File: config.mk
export PLATFORM = sky130hd
export DESIGN_NAME = quadrature_decoder_flat
export DESIGN_NICKNAME = d
export VERILOG_FILES = /design/src/rtl/qdec_pkg.sv /design/src/rtl/quadrature_decoder_if.sv /design/src/rtl/qdec_input_filter.sv /design/src/rtl/quadrature_decoder.sv /design/src/flat_wrapper.sv
export SDC_FILE = /design/constraint.sdc
export NUM_CORES = 1
export LEC_CHECK = 0
export BUFFER_PORTS_ARGS = -buffer_cell sky130_fd_sc_hd__buf_4
export CAP_MARGIN = 10
export CORE_ASPECT_RATIO = 0.75
export CORE_MARGIN = 5
export CORE_UTILIZATION = 42
export DETAILED_ROUTE_END_ITERATION = 8
export MAX_ROUTING_LAYER = met4
export PLACE_DENSITY = 0.62
export SLEW_MARGIN = 10
export SYNTH_ARGS = -nofsm -noshare
export SYNTH_HDL_FRONTEND = slang
export SYNTH_SLANG_ARGS = --single-unit
export TNS_END_PERCENT = 50
File: constraint.sdc
create_clock -name clk -period 4.38 [get_ports clk]
set_clock_uncertainty 0.15 [all_clocks]
set_input_delay 0.876 -clock clk [delete_from_list [all_inputs] [get_ports clk]]
set_output_delay 0.876 -clock clk [all_outputs]
set_load 0.05 [all_outputs]
File: src/rtl/qdec_pkg.sv
// Shared types and constants for the quadrature decoder.
// Optional feature macro: QDEC_GLITCH_FILTER_EN (adds a per-input stability filter).
package qdec_pkg;

    // Decoder FSM: wait for the input pipeline to fill, then track phase changes.
    typedef enum logic [0:0] {
        ST_FILL  = 1'b0,
        ST_TRACK = 1'b1
    } qdec_state_e;

    // Phase codes, written as {a, b}.
    localparam logic [1:0] PH_00 = 2'b00;
    localparam logic [1:0] PH_10 = 2'b10;
    localparam logic [1:0] PH_11 = 2'b11;
    localparam logic [1:0] PH_01 = 2'b01;

    localparam int unsigned SYNC_STAGES = 2;

    // True when prev -> cur is one step of the A-leads-B (count up) sequence.
    function automatic logic is_up_step(input logic [1:0] prev, input logic [1:0] cur);
        logic up;
        up = 1'b0;
        case (prev)
            PH_00:   up = (cur == PH_10);
            PH_10:   up = (cur == PH_11);
            PH_11:   up = (cur == PH_01);
            default: up = (cur == PH_00);
        endcase
        return up;
    endfunction

endpackage

File: src/rtl/quadrature_decoder_if.sv
// Bus between the encoder/control side (master) and the decoder (slave).
// Optional feature macro: QDEC_GLITCH_FILTER_EN (no effect on this interface).
interface quadrature_decoder_if #(
    parameter int unsigned CNT_WIDTH = 8
);
    logic                 enc_a;
    logic                 enc_b;
    logic                 enable;
    logic                 clear;
    logic                 load;
    logic [CNT_WIDTH-1:0] load_value;
    logic [CNT_WIDTH-1:0] position;
    logic                 step;
    logic                 dir;
    logic                 err;
    logic                 err_sticky;

    modport master (
        output enc_a, enc_b, enable, clear, load, load_value,
        input  position, step, dir, err, err_sticky
    );

    modport slave (
        input  enc_a, enc_b, enable, clear, load, load_value,
        output position, step, dir, err, err_sticky
    );
endinterface

File: src/rtl/qdec_input_filter.sv
// Synchronizer plus optional stability filter for one encoder phase.
// Optional feature macro: QDEC_GLITCH_FILTER_EN enables the stability filter.
module qdec_input_filter
    import qdec_pkg::*;
#(
    parameter int unsigned FILT_CYCLES = 3
) (
    input  logic clk,
    input  logic reset_n,
    input  logic i_raw,
    output logic o_phase
);

    if (FILT_CYCLES < 1 || FILT_CYCLES > 15) begin : g_bad_filt_cycles
        $error("FILT_CYCLES must be in 1..15");
    end

    logic [SYNC_STAGES-1:0] r_sync;
    logic                   w_sync;

    // Metastability synchronizer for the asynchronous pin.
    always_ff @(posedge clk or negedge reset_n) begin
        if (!reset_n) begin
            r_sync <= '0;
        end else begin
            r_sync <= {r_sync[SYNC_STAGES-2:0], i_raw};
        end
    end

    assign w_sync = r_sync[SYNC_STAGES-1];

`ifdef QDEC_GLITCH_FILTER_EN
    localparam int unsigned CNT_W = $clog2(FILT_CYCLES + 1);

    logic [CNT_W-1:0] r_cnt;
    logic             r_filt;

    // Accept a new level only after it has differed for FILT_CYCLES samples in a row.
    always_ff @(posedge clk or negedge reset_n) begin
        if (!reset_n) begin
            r_cnt  <= '0;
            r_filt <= 1'b0;
        end else if (w_sync == r_filt) begin
            r_cnt <= '0;
        end else if (r_cnt == CNT_W'(FILT_CYCLES - 1)) begin
            r_filt <= w_sync;
            r_cnt  <= '0;
        end else begin
            r_cnt <= r_cnt + 1'b1;
        end
    end

    assign o_phase = r_filt;
`else
    assign o_phase = w_sync;
`endif

endmodule

File: src/rtl/quadrature_decoder.sv
// Quadrature (A/B) decoder with 4x step decoding and a loadable up/down position counter.
// Optional feature macro: QDEC_GLITCH_FILTER_EN inserts a stability filter on each phase.
module quadrature_decoder
    import qdec_pkg::*;
#(
    parameter int unsigned CNT_WIDTH   = 8,
    parameter int unsigned FILT_CYCLES = 3
) (
    input  logic               clk,
    input  logic               reset_n,
    quadrature_decoder_if.slave qbus
);

`ifdef QDEC_GLITCH_FILTER_EN
    localparam int unsigned FILL = 2 + FILT_CYCLES;
`else
    localparam int unsigned FILL = 2;
`endif

    logic                 w_a;
    logic                 w_b;
    logic [1:0]           w_phase;
    qdec_state_e          r_state;
    qdec_state_e          w_state_next;
    logic [4:0]           r_fill_cnt;
    logic                 w_fill_done;
    logic [1:0]           r_prev;
    logic                 w_step;
    logic                 w_err;
    logic                 w_dir_next;
    logic [CNT_WIDTH-1:0] w_pos_next;
    logic [CNT_WIDTH-1:0] r_position;
    logic                 r_step;
    logic                 r_dir;
    logic                 r_err;
    logic                 r_err_sticky;

    qdec_input_filter #(
        .FILT_CYCLES (FILT_CYCLES)
    ) u_filt_a (
        .clk     (clk),
        .reset_n (reset_n),
        .i_raw   (qbus.enc_a),
        .o_phase (w_a)
    );

    qdec_input_filter #(
        .FILT_CYCLES (FILT_CYCLES)
    ) u_filt_b (
        .clk     (clk),
        .reset_n (reset_n),
        .i_raw   (qbus.enc_b),
        .o_phase (w_b)
    );

    assign w_phase     = {w_a, w_b};
    // The fill counter saturates at FILL; that cycle is the last fill cycle.
    assign w_fill_done = (r_fill_cnt == 5'(FILL));

    // FSM state register.
    always_ff @(posedge clk or negedge reset_n) begin
        if (!reset_n) begin
            r_state <= ST_FILL;
        end else begin
            r_state <= w_state_next;
        end
    end

    // FSM next state: leave fill once the input pipeline holds real samples.
    always_comb begin
        w_state_next = r_state;
        if (r_state == ST_FILL && w_fill_done) begin
            w_state_next = ST_TRACK;
        end
    end

    // FSM outputs: classify the phase transition while tracking.
    always_comb begin
        w_step     = 1'b0;
        w_err      = 1'b0;
        w_dir_next = r_dir;
        if (r_state == ST_TRACK && w_phase != r_prev) begin
            if ((w_phase ^ r_prev) == 2'b11) begin
                w_err = 1'b1;
            end else begin
                w_step     = 1'b1;
                w_dir_next = is_up_step(r_prev, w_phase);
            end
        end
    end

    // Position next value: clear > load > enabled step > hold, wrapping modulo 2^CNT_WIDTH.
    always_comb begin
        w_pos_next = r_position;
        if (qbus.clear) begin
            w_pos_next = '0;
        end else if (qbus.load) begin
            w_pos_next = qbus.load_value;
        end else if (qbus.enable && w_step) begin
            w_pos_next = w_dir_next ? r_position + 1'b1 : r_position - 1'b1;
        end
    end

    // Fill counter, previous phase and registered outputs.
    always_ff @(posedge clk or negedge reset_n) begin
        if (!reset_n) begin
            r_fill_cnt   <= '0;
            r_prev       <= PH_00;
            r_step       <= 1'b0;
            r_dir        <= 1'b1;
            r_err        <= 1'b0;
            r_err_sticky <= 1'b0;
            r_position   <= '0;
        end else begin
            if (r_state == ST_FILL && !w_fill_done) begin
                r_fill_cnt <= r_fill_cnt + 1'b1;
            end
            if (r_state == ST_TRACK || w_fill_done) begin
                r_prev <= w_phase;
            end
            r_step       <= w_step;
            r_dir        <= w_dir_next;
            r_err        <= w_err;
            // A new error outranks a same-cycle clear.
            r_err_sticky <= w_err | (r_err_sticky & ~qbus.clear);
            r_position   <= w_pos_next;
        end
    end

    assign qbus.position   = r_position;
    assign qbus.step       = r_step;
    assign qbus.dir        = r_dir;
    assign qbus.err        = r_err;
    assign qbus.err_sticky = r_err_sticky;

endmodule

File: src/flat_wrapper.sv
// flat-port wrapper written by rule: the top's interface ports become plain ports
module quadrature_decoder_flat import qdec_pkg::*;
#(
    parameter int unsigned CNT_WIDTH   = 8,
    parameter int unsigned FILT_CYCLES = 3
)
  (clk, reset_n, qbus_enc_a, qbus_enc_b, qbus_enable, qbus_clear, qbus_load, qbus_load_value, qbus_position, qbus_step, qbus_dir, qbus_err, qbus_err_sticky);
  quadrature_decoder_if #(.CNT_WIDTH(CNT_WIDTH)) qbus_i ();
  input  logic clk;
  input  logic reset_n;
  input wire logic [$bits(qbus_i.enc_a)-1:0] qbus_enc_a;
  input wire logic [$bits(qbus_i.enc_b)-1:0] qbus_enc_b;
  input wire logic [$bits(qbus_i.enable)-1:0] qbus_enable;
  input wire logic [$bits(qbus_i.clear)-1:0] qbus_clear;
  input wire logic [$bits(qbus_i.load)-1:0] qbus_load;
  input wire logic [$bits(qbus_i.load_value)-1:0] qbus_load_value;
  output wire logic [$bits(qbus_i.position)-1:0] qbus_position;
  output wire logic [$bits(qbus_i.step)-1:0] qbus_step;
  output wire logic [$bits(qbus_i.dir)-1:0] qbus_dir;
  output wire logic [$bits(qbus_i.err)-1:0] qbus_err;
  output wire logic [$bits(qbus_i.err_sticky)-1:0] qbus_err_sticky;
  assign qbus_i.enc_a = qbus_enc_a;
  assign qbus_i.enc_b = qbus_enc_b;
  assign qbus_i.enable = qbus_enable;
  assign qbus_i.clear = qbus_clear;
  assign qbus_i.load = qbus_load;
  assign qbus_i.load_value = qbus_load_value;
  assign qbus_position = qbus_i.position;
  assign qbus_step = qbus_i.step;
  assign qbus_dir = qbus_i.dir;
  assign qbus_err = qbus_i.err;
  assign qbus_err_sticky = qbus_i.err_sticky;
  quadrature_decoder #(.CNT_WIDTH(CNT_WIDTH), .FILT_CYCLES(FILT_CYCLES)) u_core (.clk(clk), .reset_n(reset_n), .qbus(qbus_i));
endmodule
==> results of run 1 <==
[worst register-to-register path: cells and delay by family, from the launching register on]
kind            cells  cell delay, ps
simple gates        3             720
compound gates      4            1160
xor+xnor            2             380
flops               1             450
fa+ha+maj           1             230
[layer usage]
layer  track usage  vias up  wire (um)
met3       0.04746        4        204
met2        0.2256       35       1427
met1        0.2300      567       1577
met5             -        -          0
li1              -      573          -
met4       0.04988        0         25
[stage by stage]
step / instances / cell area (um2)
after floorplan: 141 / 1365
after global placement: 202 / 1580
after detailed placement: 202 / 1580
after CTS: 206 / 1635
after global routing: 206 / 1635
final: 206 / 1635
[layout by cell type (no fill, tap or decap), drive strengths merged, types with 2 or more instances in the layout]
master and n:
buf 26, a32oi 2, a211o 2, clkbuf 4
o21ai 6, a21oi 5, ha 4, o211ai 2
nand4 3, and3 4, mux2 2, a21o 3
inv 8, nand3 6, xnor2 11, dfrtp 23
o31a 2, nand2 10, a211oi 2, nor3 4
nor2 15, a2111oi 4, or3 2
[synthesized netlist by cell type, types with 2 or more instances]
cell | instances | area share
a2111oi_0 | 3 | 0.019
a211oi_1 | 2 | 0.011
a21o_1 | 3 | 0.016
a21oi_1 | 5 | 0.018
a32oi_1 | 2 | 0.013
and3_1 | 4 | 0.018
buf_6 | 2 | 0.016
dfrtp_1 | 23 | 0.42
ha_1 | 4 | 0.037
inv_1 | 8 | 0.022
mux2_2 | 2 | 0.016
nand2_1 | 10 | 0.028
nand3_1 | 6 | 0.022
nand4_1 | 3 | 0.014
nor2_1 | 15 | 0.041
nor3_1 | 4 | 0.015
o211ai_1 | 2 | 0.011
o21ai_0 | 5 | 0.018
or3_1 | 2 | 0.0092
xnor2_1 | 11 | 0.071
[layout make-up]
class,instances,share of cell area
clock buffers,4,0.03366
repair buffers,26,0.1194
multi-input cells,105,0.4292
inverters,9,0.02066
well taps,38,0.02907
flip-flops and latches,24,0.3680
[sequential cells by signal, indices dropped and copies added (netlist names)]
| signal | cells |
|---|---|
| u_core.qbus.err | 1 |
| u_core.qbus.step | 1 |
| u_core.qbus.dir | 1 |
| u_core.r_state | 1 |
| u_core.qbus.position | 8 |
| u_core.u_filt_a.r_sync | 2 |
| u_core.r_prev | 2 |
| u_core.qbus.err_sticky | 1 |
| u_core.u_filt_b.r_sync | 2 |
| u_core.r_fill_cnt | 5 |
[logic make-up after synthesis]
kind of cell             synth area share
AND/OR/NAND/NOR                    0.1870
AO/OA/AOI/OAI                      0.1971
flip-flops                         0.4409
XOR/XNOR                          0.07699
buffers and inverters             0.04491
adder cells (fa/ha/maj)           0.03667
multiplexers                      0.01650
[power groups by stage]
stage	Sequential [uW]	Combinational [uW]	Clock [uW]
2_1_floorplan	308	95.3	0
3_3_place_gp	263	198	0
3_5_place_dp	263	202	0
4_1_cts	260	203	160
5_1_grt	263	222	166
6_report	260	204	152
[final timing paths]
check / startpoint / end / cells after the start
max in group asynchronous: reset_n / u_core.qbus.dir / 1
min in group asynchronous: reset_n / u_core.u_filt_b.r_sync[0] / 1
worst min register to register: u_core.u_filt_a.r_sync[0] / u_core.u_filt_a.r_sync[1] / 0
worst max register to register: u_core.u_filt_b.r_sync[1] / u_core.qbus.position[4] / 10
worst max-delay path: u_core.u_filt_b.r_sync[1] / u_core.qbus.position[4] / 10
worst min-delay path: u_core.u_filt_a.r_sync[0] / u_core.u_filt_a.r_sync[1] / 0
==> impl_metrics.csv, run 1 <==
group,metric,value,unit
outcome,status,"finished, final reports clean",
clock_tree,clk_pin_slew,80,ps
final_layout,syn_to_final_growth,19.80,%
synthesis,synth_warnings,0,
clock_tree,cts_tree,"built",
critical_path,crit_path_start_kind,"flip-flop",
placed_design,place_worst_setup_slack,1248,ps
sta,tightest_slew,584.3,ps
synthesis,synth_edf_count,0,
sta,whs,202.8,ps
clock_tree,post_cts_buffers,0,
sta,timing.fmax,0.3098,GHz
power_and_ir_drop,p_sw,222.3,uW
job,cap_violations,0,
synthesis,synth_area_per_cell,9.681,um2
floorplan,io_pins,27,
critical_path,crit_buf_inv,0,
placed_design,portBuffers,26,
critical_path,arrival,3210,ps
final_layout,multiInputGateArea,701.9,um2
grt,grt_pass1_vias,1195,
floorplan,rows,17,
floorplan,die_area,4502,um2
synthesis,syn_area,1365,um2
power_and_ir_drop,power.internal,392.6,uW
sta,final-hold-violation-count,0,
floorplan,start_util,0.4519,
route,route.vias.total,1179,
sta,setup_viol,0,
clock_tree,cts_buffers,3,
synthesis,synth_cell_type_count,45,
power_and_ir_drop,ir_worst_vdd,0.1966,mV
clock_tree,cts_resized,0,
critical_path,r2r_setup_slack,1150,ps
final_layout,antenna_cells,0,
clock_tree,cts_hold_buf,0,
clock_tree,cts_sinks,24,
synthesis,synth_seq_cells,24,
power_and_ir_drop,p_clk_frac,0.247,
floorplan,fp.coreArea,3020,um2
min_path,hp-class,"reg2reg",
critical_path,critPathKind,"reg2reg",
grt,grtUsageTotal,0.1638,
final_layout,regArea,601.8,um2
final_layout,nNetsFinal,188,
critical_path,cpLargestDelayFamily,"compound AO/OA/AOI/OAI gates",
grt,grt_max_degree,25,
route,antenna_left,0,
clock_tree,htreeDepth,1,
critical_path,cp_cell_sequence,"xnor2_1 > o21ai_1 > nand2_1 > xnor2_1 > ha_1 > or3_1 > a21oi_1 > and3_1 > o21ai_0 > a2111oi_0",
route,drt_iter0_markers,72,
critical_path,slowest_stage,"o21ai_1",
power_and_ir_drop,finalPower,614.9,uW
synthesis,async_flop_share,1.000,
sta,min_period,3228,ps
placed_design,gp_congestion,0.9183,
final_layout,final_util,0.5414,
synthesis,syn_inst,141,
floorplan,dieWidth,75.83,um
route,wl_per_cell,15.70,um
synthesis,yosysSeqAreaShare,0.4409,
route,drt-total-wl,3235,um
power_and_ir_drop,p_leak,0.0007449,uW
critical_path,crit_fanout,9,
sta,layout_setup_ws,1152,ps
route,viasPerCell,5.723,
power_and_ir_drop,p_comb_frac,0.331,
power_and_ir_drop,p_per_area,376.0,nW/um2
sta,finalCritPeriodShare,0.7371,
sta,slew_headroom,0.6079,
route,drtPass1Iterations,4,
sta,finalSetupTns,0,ps
sta,rsz0062_at_grt,"no",
synthesis,synth_fp_nets,160,
critical_path,cpMostUsedCell,"xnor2_1",
critical_path,cpPeakStageDelay,490,ps
critical_path,critPathCaptureType,"flip-flop",
power_and_ir_drop,seqPwrFrac,0.422,
power_and_ir_drop,switching_share,0.3616,
floorplan,die_h,59.37,um
clock_tree,cts_buffer_depth,2,
sta,slew_viol_final,0,
clock_tree,cts-root-buf,"clkbuf_8",
route,drc_errors,0,
critical_path,cp_data_required_time,4370,ps
final_layout,fill_cells,273,
grt,globalRouteOverflowTotal,0,
clock_tree,clk_latency,270,ps
grt,antenna_found_initial,0,
final_layout,drive_above_1_share,0.2262,
grt,grt_first_pass_wirelength,5485,um
placed_design,hpwl,2384,um
synthesis,synth_flop_cell,"dfrtp_1",
Power figures use the tool's default switching activity.
==> inputs of run 2 (changes only) <==
- clock period: 4.38 -> 3.2 ns (I/O delays scaled with it)
==> impl_metrics.csv, run 2 (synthesized netlist as in run 1, its figures left out) <==
group,metric,value,unit
final_layout,nNetsFinal,189,
floorplan,start_util,0.4519,
sta,slew_viol_final,0,
sta,finalSetupTns,0,ps
clock_tree,cts_hold_buf,0,
route,route.vias.total,1189,
sta,layout_setup_ws,212.0,ps
clock_tree,cts_buffer_depth,2,
floorplan,dieWidth,75.83,um
floorplan,io_pins,27,
final_layout,layout_common_cells,"buf_4 (27), dfrtp_1 (23), nor2_1 (15), xnor2_1 (10), nand2_1 (9)",
clock_tree,clk_pin_slew,90,ps
clock_tree,htreeDepth,1,
clock_tree,cts_sinks,24,
placed_design,place_worst_setup_slack,145.4,ps
sta,final-hold-violation-count,0,
floorplan,rows,17,
grt,grtUsageTotal,0.1639,
grt,antenna_found_initial,0,
sta,tightest_slew,521.6,ps
sta,timing.fmax,0.3347,GHz
clock_tree,cts_tree,"built",
power_and_ir_drop,p_leak,0.0007557,uW
critical_path,crit_path_start_kind,"flip-flop",
sta,min_period,2988,ps
final_layout,final_util,0.5489,
outcome,status,"finished, final reports clean",
final_layout,multiInputGateArea,716.9,um2
min_path,hp-class,"in2async",
final_layout,antenna_cells,0,
final_layout,final_common_cell,"buf_4",
route,drt-total-wl,3253,um
critical_path,crit_fanout,9,
final_layout,drive_above_1_share,0.2485,
final_layout,fill_cells,287,
floorplan,die_area,4502,um2
critical_path,critPathKind,"reg2reg",
final_layout,regArea,601.8,um2
final_layout,largest_register_ffs,8,
placed_design,portBuffers,26,
job,cap_violations,0,
critical_path,arrival,2970,ps
critical_path,r2r_start,"u_core.qbus.dir",
grt,grt_first_pass_wirelength,5444,um
grt,globalRouteOverflowTotal,0,
grt,grt_pass1_vias,1159,
route,drc_errors,0,
route,drt_iter0_markers,67,
placed_design,gp_congestion,0.9121,
power_and_ir_drop,ir_worst_vdd,0.2949,mV
clock_tree,clk_latency,270,ps
power_and_ir_drop,p_per_area,511.9,nW/um2
critical_path,startpoint,"u_core.qbus.dir",
route,drtPass1Iterations,4,
sta,slew_headroom,0.6510,
floorplan,die_h,59.37,um
grt,grt_max_degree,25,
placed_design,hpwl,2432,um
route,viasPerCell,5.744,
route,antenna_left,0,
sta,rsz0062_at_grt,"no",
final_layout,syn_to_final_growth,21.45,%
power_and_ir_drop,finalPower,848.6,uW
clock_tree,cts-root-buf,"clkbuf_8",
critical_path,cp_data_required_time,3180,ps
critical_path,critPathCaptureType,"flip-flop",
sta,finalCritPeriodShare,0.9337,
sta,whs,104.8,ps
floorplan,fp.coreArea,3020,um2
route,wl_per_cell,15.71,um
sta,setup_viol,0,
clock_tree,cts_buffers,3,
run 2: what timing repair did:
| action | in CTS | in global routing |
|---|---|---|
| gates resized for setup | 0 | 4 |
| endpoints found under the setup margin | 0 | 1 |
| setup buffers | 0 | 0 |
run 2: per-stage QoR:
stage               cell area (um2)  std cells
floorplan                      1365        141
global placement               1588        203
detailed placement             1588        203
CTS                            1643        207
global route                   1658        207
finish                         1658        207
run 2: final cells by class:
cell class / count / area share
clock buffers: 4 / 0.03321
inverters: 9 / 0.02038
multi-input cells: 105 / 0.4325
flip-flops and latches: 24 / 0.3630
well taps: 38 / 0.02868
repair buffers: 27 / 0.1223
run 2: worst paths after layout:
path                                        endpoint  slack (ps)  cells past startpoint
min                          u_core.qbus.position[3]         100                      1
max in group asynchronous            u_core.qbus.dir        2510                      1
min reg2reg                u_core.u_filt_a.r_sync[1]         200                      0
min in group clk           u_core.u_filt_a.r_sync[1]         200                      0
max reg2reg                  u_core.qbus.position[4]         210                     10
max                          u_core.qbus.position[4]         210                     10
run 2: worst max-delay path, cell delays in order (launching register included):
cell	delay, ps
dfstp_2	570
inv_1	70
a211o_2	410
nand2_2	120
xnor2_1	70
ha_1	230
or3_1	340
a21oi_2	170
and3_1	180
o21ai_0	80
a2111oi_1	450
run 2: layer usage:
metal  vias to the layer above  global-route usage  wire length, um
met2                        38              0.2354             1453
li1                        576                   -                -
met1                       570              0.2228             1523
met4                         0             0.05736               40
met3                         5             0.04068              236
met5                         -                   -                0
run 2: report_power, final:
group / total (uW) / switching, uW / internal [uW]
clock: 208 / 98.0 / 110
sequential: 356 / 28.4 / 328
combinational: 284 / 180 / 105
==> inputs of run 3 (changes only) <==
- PLACE_DENSITY: 0.62 -> 0.64
- SETUP_SLACK_MARGIN: not set -> 0.5
- clock period: 3.2 -> 2.5 ns (I/O delays scaled with it)
==> impl_metrics.csv, run 3 (synthesized netlist as in run 1, its figures left out) <==
group,metric,value,unit
outcome,status,"complete, but fails checks",
outcome,violations,"setup timing",
critical_path,crit_fanout,4,
power_and_ir_drop,finalPower,1214,uW
sta,final-hold-violation-count,0,
floorplan,start_util,0.4519,
critical_path,crit_path_start_kind,"flip-flop",
route,drc_errors,0,
power_and_ir_drop,ir_worst_vdd,0.4125,mV
route,route.vias.total,1265,
route,drt-total-wl,3576,um
clock_tree,cts-root-buf,"clkbuf_8",
critical_path,arrival,2700,ps
min_path,holdPathEnd,"u_core.u_filt_a.r_sync[0]",
power_and_ir_drop,p_leak,0.0008750,uW
power_and_ir_drop,p_per_area,626.7,nW/um2
critical_path,r2r_start,"u_core.u_filt_b.r_sync[1]",
final_layout,nNetsFinal,211,
sta,rsz0062_at_grt,"yes",
sta,slew_viol_final,0,
route,antenna_left,0,
placed_design,place_area,1774,um2
grt,grt_max_degree,25,
min_path,holdCritStartpoint,"qbus_enc_a",
final_layout,layout_common_cells,"buf_4 (48), dfrtp_1 (22), nor2_1 (15), xnor2_1 (9), nand2_1 (9)",
clock_tree,htreeDepth,1,
final_layout,design_area,1937,um2
min_path,hold_depth,1,
critical_path,critPathKind,"reg2reg",
sta,tightest_slew,522.0,ps
final_layout,antenna_cells,0,
job,cap_violations,0,
route,wl_per_cell,15.62,um
final_layout,final_cell_count_no_fill,229,
final_layout,drive_above_1_share,0.4031,
clock_tree,cts_sinks,24,
final_layout,final_common_cell,"buf_4",
floorplan,dieWidth,75.83,um
sta,slew_headroom,0.6499,
clock_tree,cts_buffers,3,
sta,setup_viol,5,
critical_path,ff2ff_path_depth,11,
grt,antenna_found_initial,0,
floorplan,io_pins,27,
placed_design,dp_cells,220,
critical_path,rr_endpoint,"u_core.qbus.position[6]",
floorplan,fp.coreArea,3020,um2
placed_design,hpwl,2540,um
floorplan,rows,17,
placed_design,portBuffers,26,
sta,finalSetupTns,-567.2,ps
route,viasPerCell,5.524,
clock_tree,cts_buffer_depth,2,
grt,grt_first_pass_wirelength,5885,um
clock_tree,cts_tree,"built",
sta,layout_setup_ws,-141.0,ps
sta,timing.fmax,0.3786,GHz
grt,grt_pass1_vias,1217,
placed_design,gp_congestion,0.9005,
grt,globalRouteOverflowTotal,0,
route,drt_iter0_markers,95,
min_path,hp-class,"in2reg",
critical_path,critPathCaptureType,"flip-flop",
floorplan,die_h,59.37,um
critical_path,r2r_setup_slack,-140,ps
clock_tree,clk_latency,270,ps
final_layout,syn_to_final_growth,41.89,%
floorplan,die_area,4502,um2
grt,grtUsageTotal,0.1748,
sta,min_period,2641,ps
critical_path,cp_data_required_time,2560,ps
final_layout,largest_register_ffs,8,
clock_tree,clk_pin_slew,80,ps
placed_design,place_worst_setup_slack,-238.0,ps
route,drtPass1Iterations,4,
critical_path,startpoint,"u_core.u_filt_b.r_sync[1]",
sta,finalCritPeriodShare,1.056,
-- run 3: cell types whose count changed in the layout (fill, tap and decap cells not counted), sizes merged --
cell	delta
dlygate4sd3	+1
buf	+21
-- run 3: power breakdown --
part	internal (uW)	switching, uW
Clock	141	126
Combinational	215	278
Sequential	420	33.5
Total	776	438
-- run 3: timing repair --
item                                    CTS  global route
hold buffers                              1             0
hold endpoints to repair                 23             0
cloned                                    0             0
resized for setup                         6             7
setup buffers                             2             2
pin swaps                                 5             4
endpoints found under the setup margin    7             8
-- run 3: layout make-up --
type | instances | area [um2]
Fill cell | 263 | 1084
Clock buffer | 4 | 55.05
Inverter | 9 | 33.78
Multi-Input combinational cell | 105 | 827.0
Timing Repair Buffer | 49 | 370.4
Sequential cell | 24 | 603.1
Tap cell | 38 | 47.55
-- run 3: stage by stage --
stage | hold slack [ps] | util
detailed placement | 189.3 | 0.5874
floorplan | 54.41 | -
finish | 183.3 | 0.6413
global placement | 182.8 | 0.5874
CTS | 182.1 | 0.6226
global route | 173.2 | 0.6413
-- run 3: worst max-delay path, stage by stage (launching register included) --
cell     delay (ps)
dfrtp_2         440
xor2_2          190
a211o_4         350
nand2_4         100
xnor2_2          70
ha_2            200
or3_4           330
a21oi_2         150
buf_4           120
nand4_1         100
a211o_1         310
nand3_1          70
-- run 3: routing by layer --
metal  part of all wire  vias up  track usage
met4             0.0053        0      0.02494
met5                  0        -            -
met2               0.45       47       0.2524
met3              0.081        4      0.05085
met1               0.47      599       0.2474
li1                   -      615            -
-- run 3: worst max-delay path by stage --
stage | end | slack [ps] | depth (start not counted)
floorplan | u_core.qbus.position[4] | -290 | 10
global placement | u_core.qbus.position[4] | -120 | 10
detailed placement | u_core.qbus.position[4] | -240 | 10
CTS | u_core.qbus.position[4] | -170 | 10
global route | u_core.qbus.position[4] | -260 | 10
finish | u_core.qbus.position[6] | -140 | 11
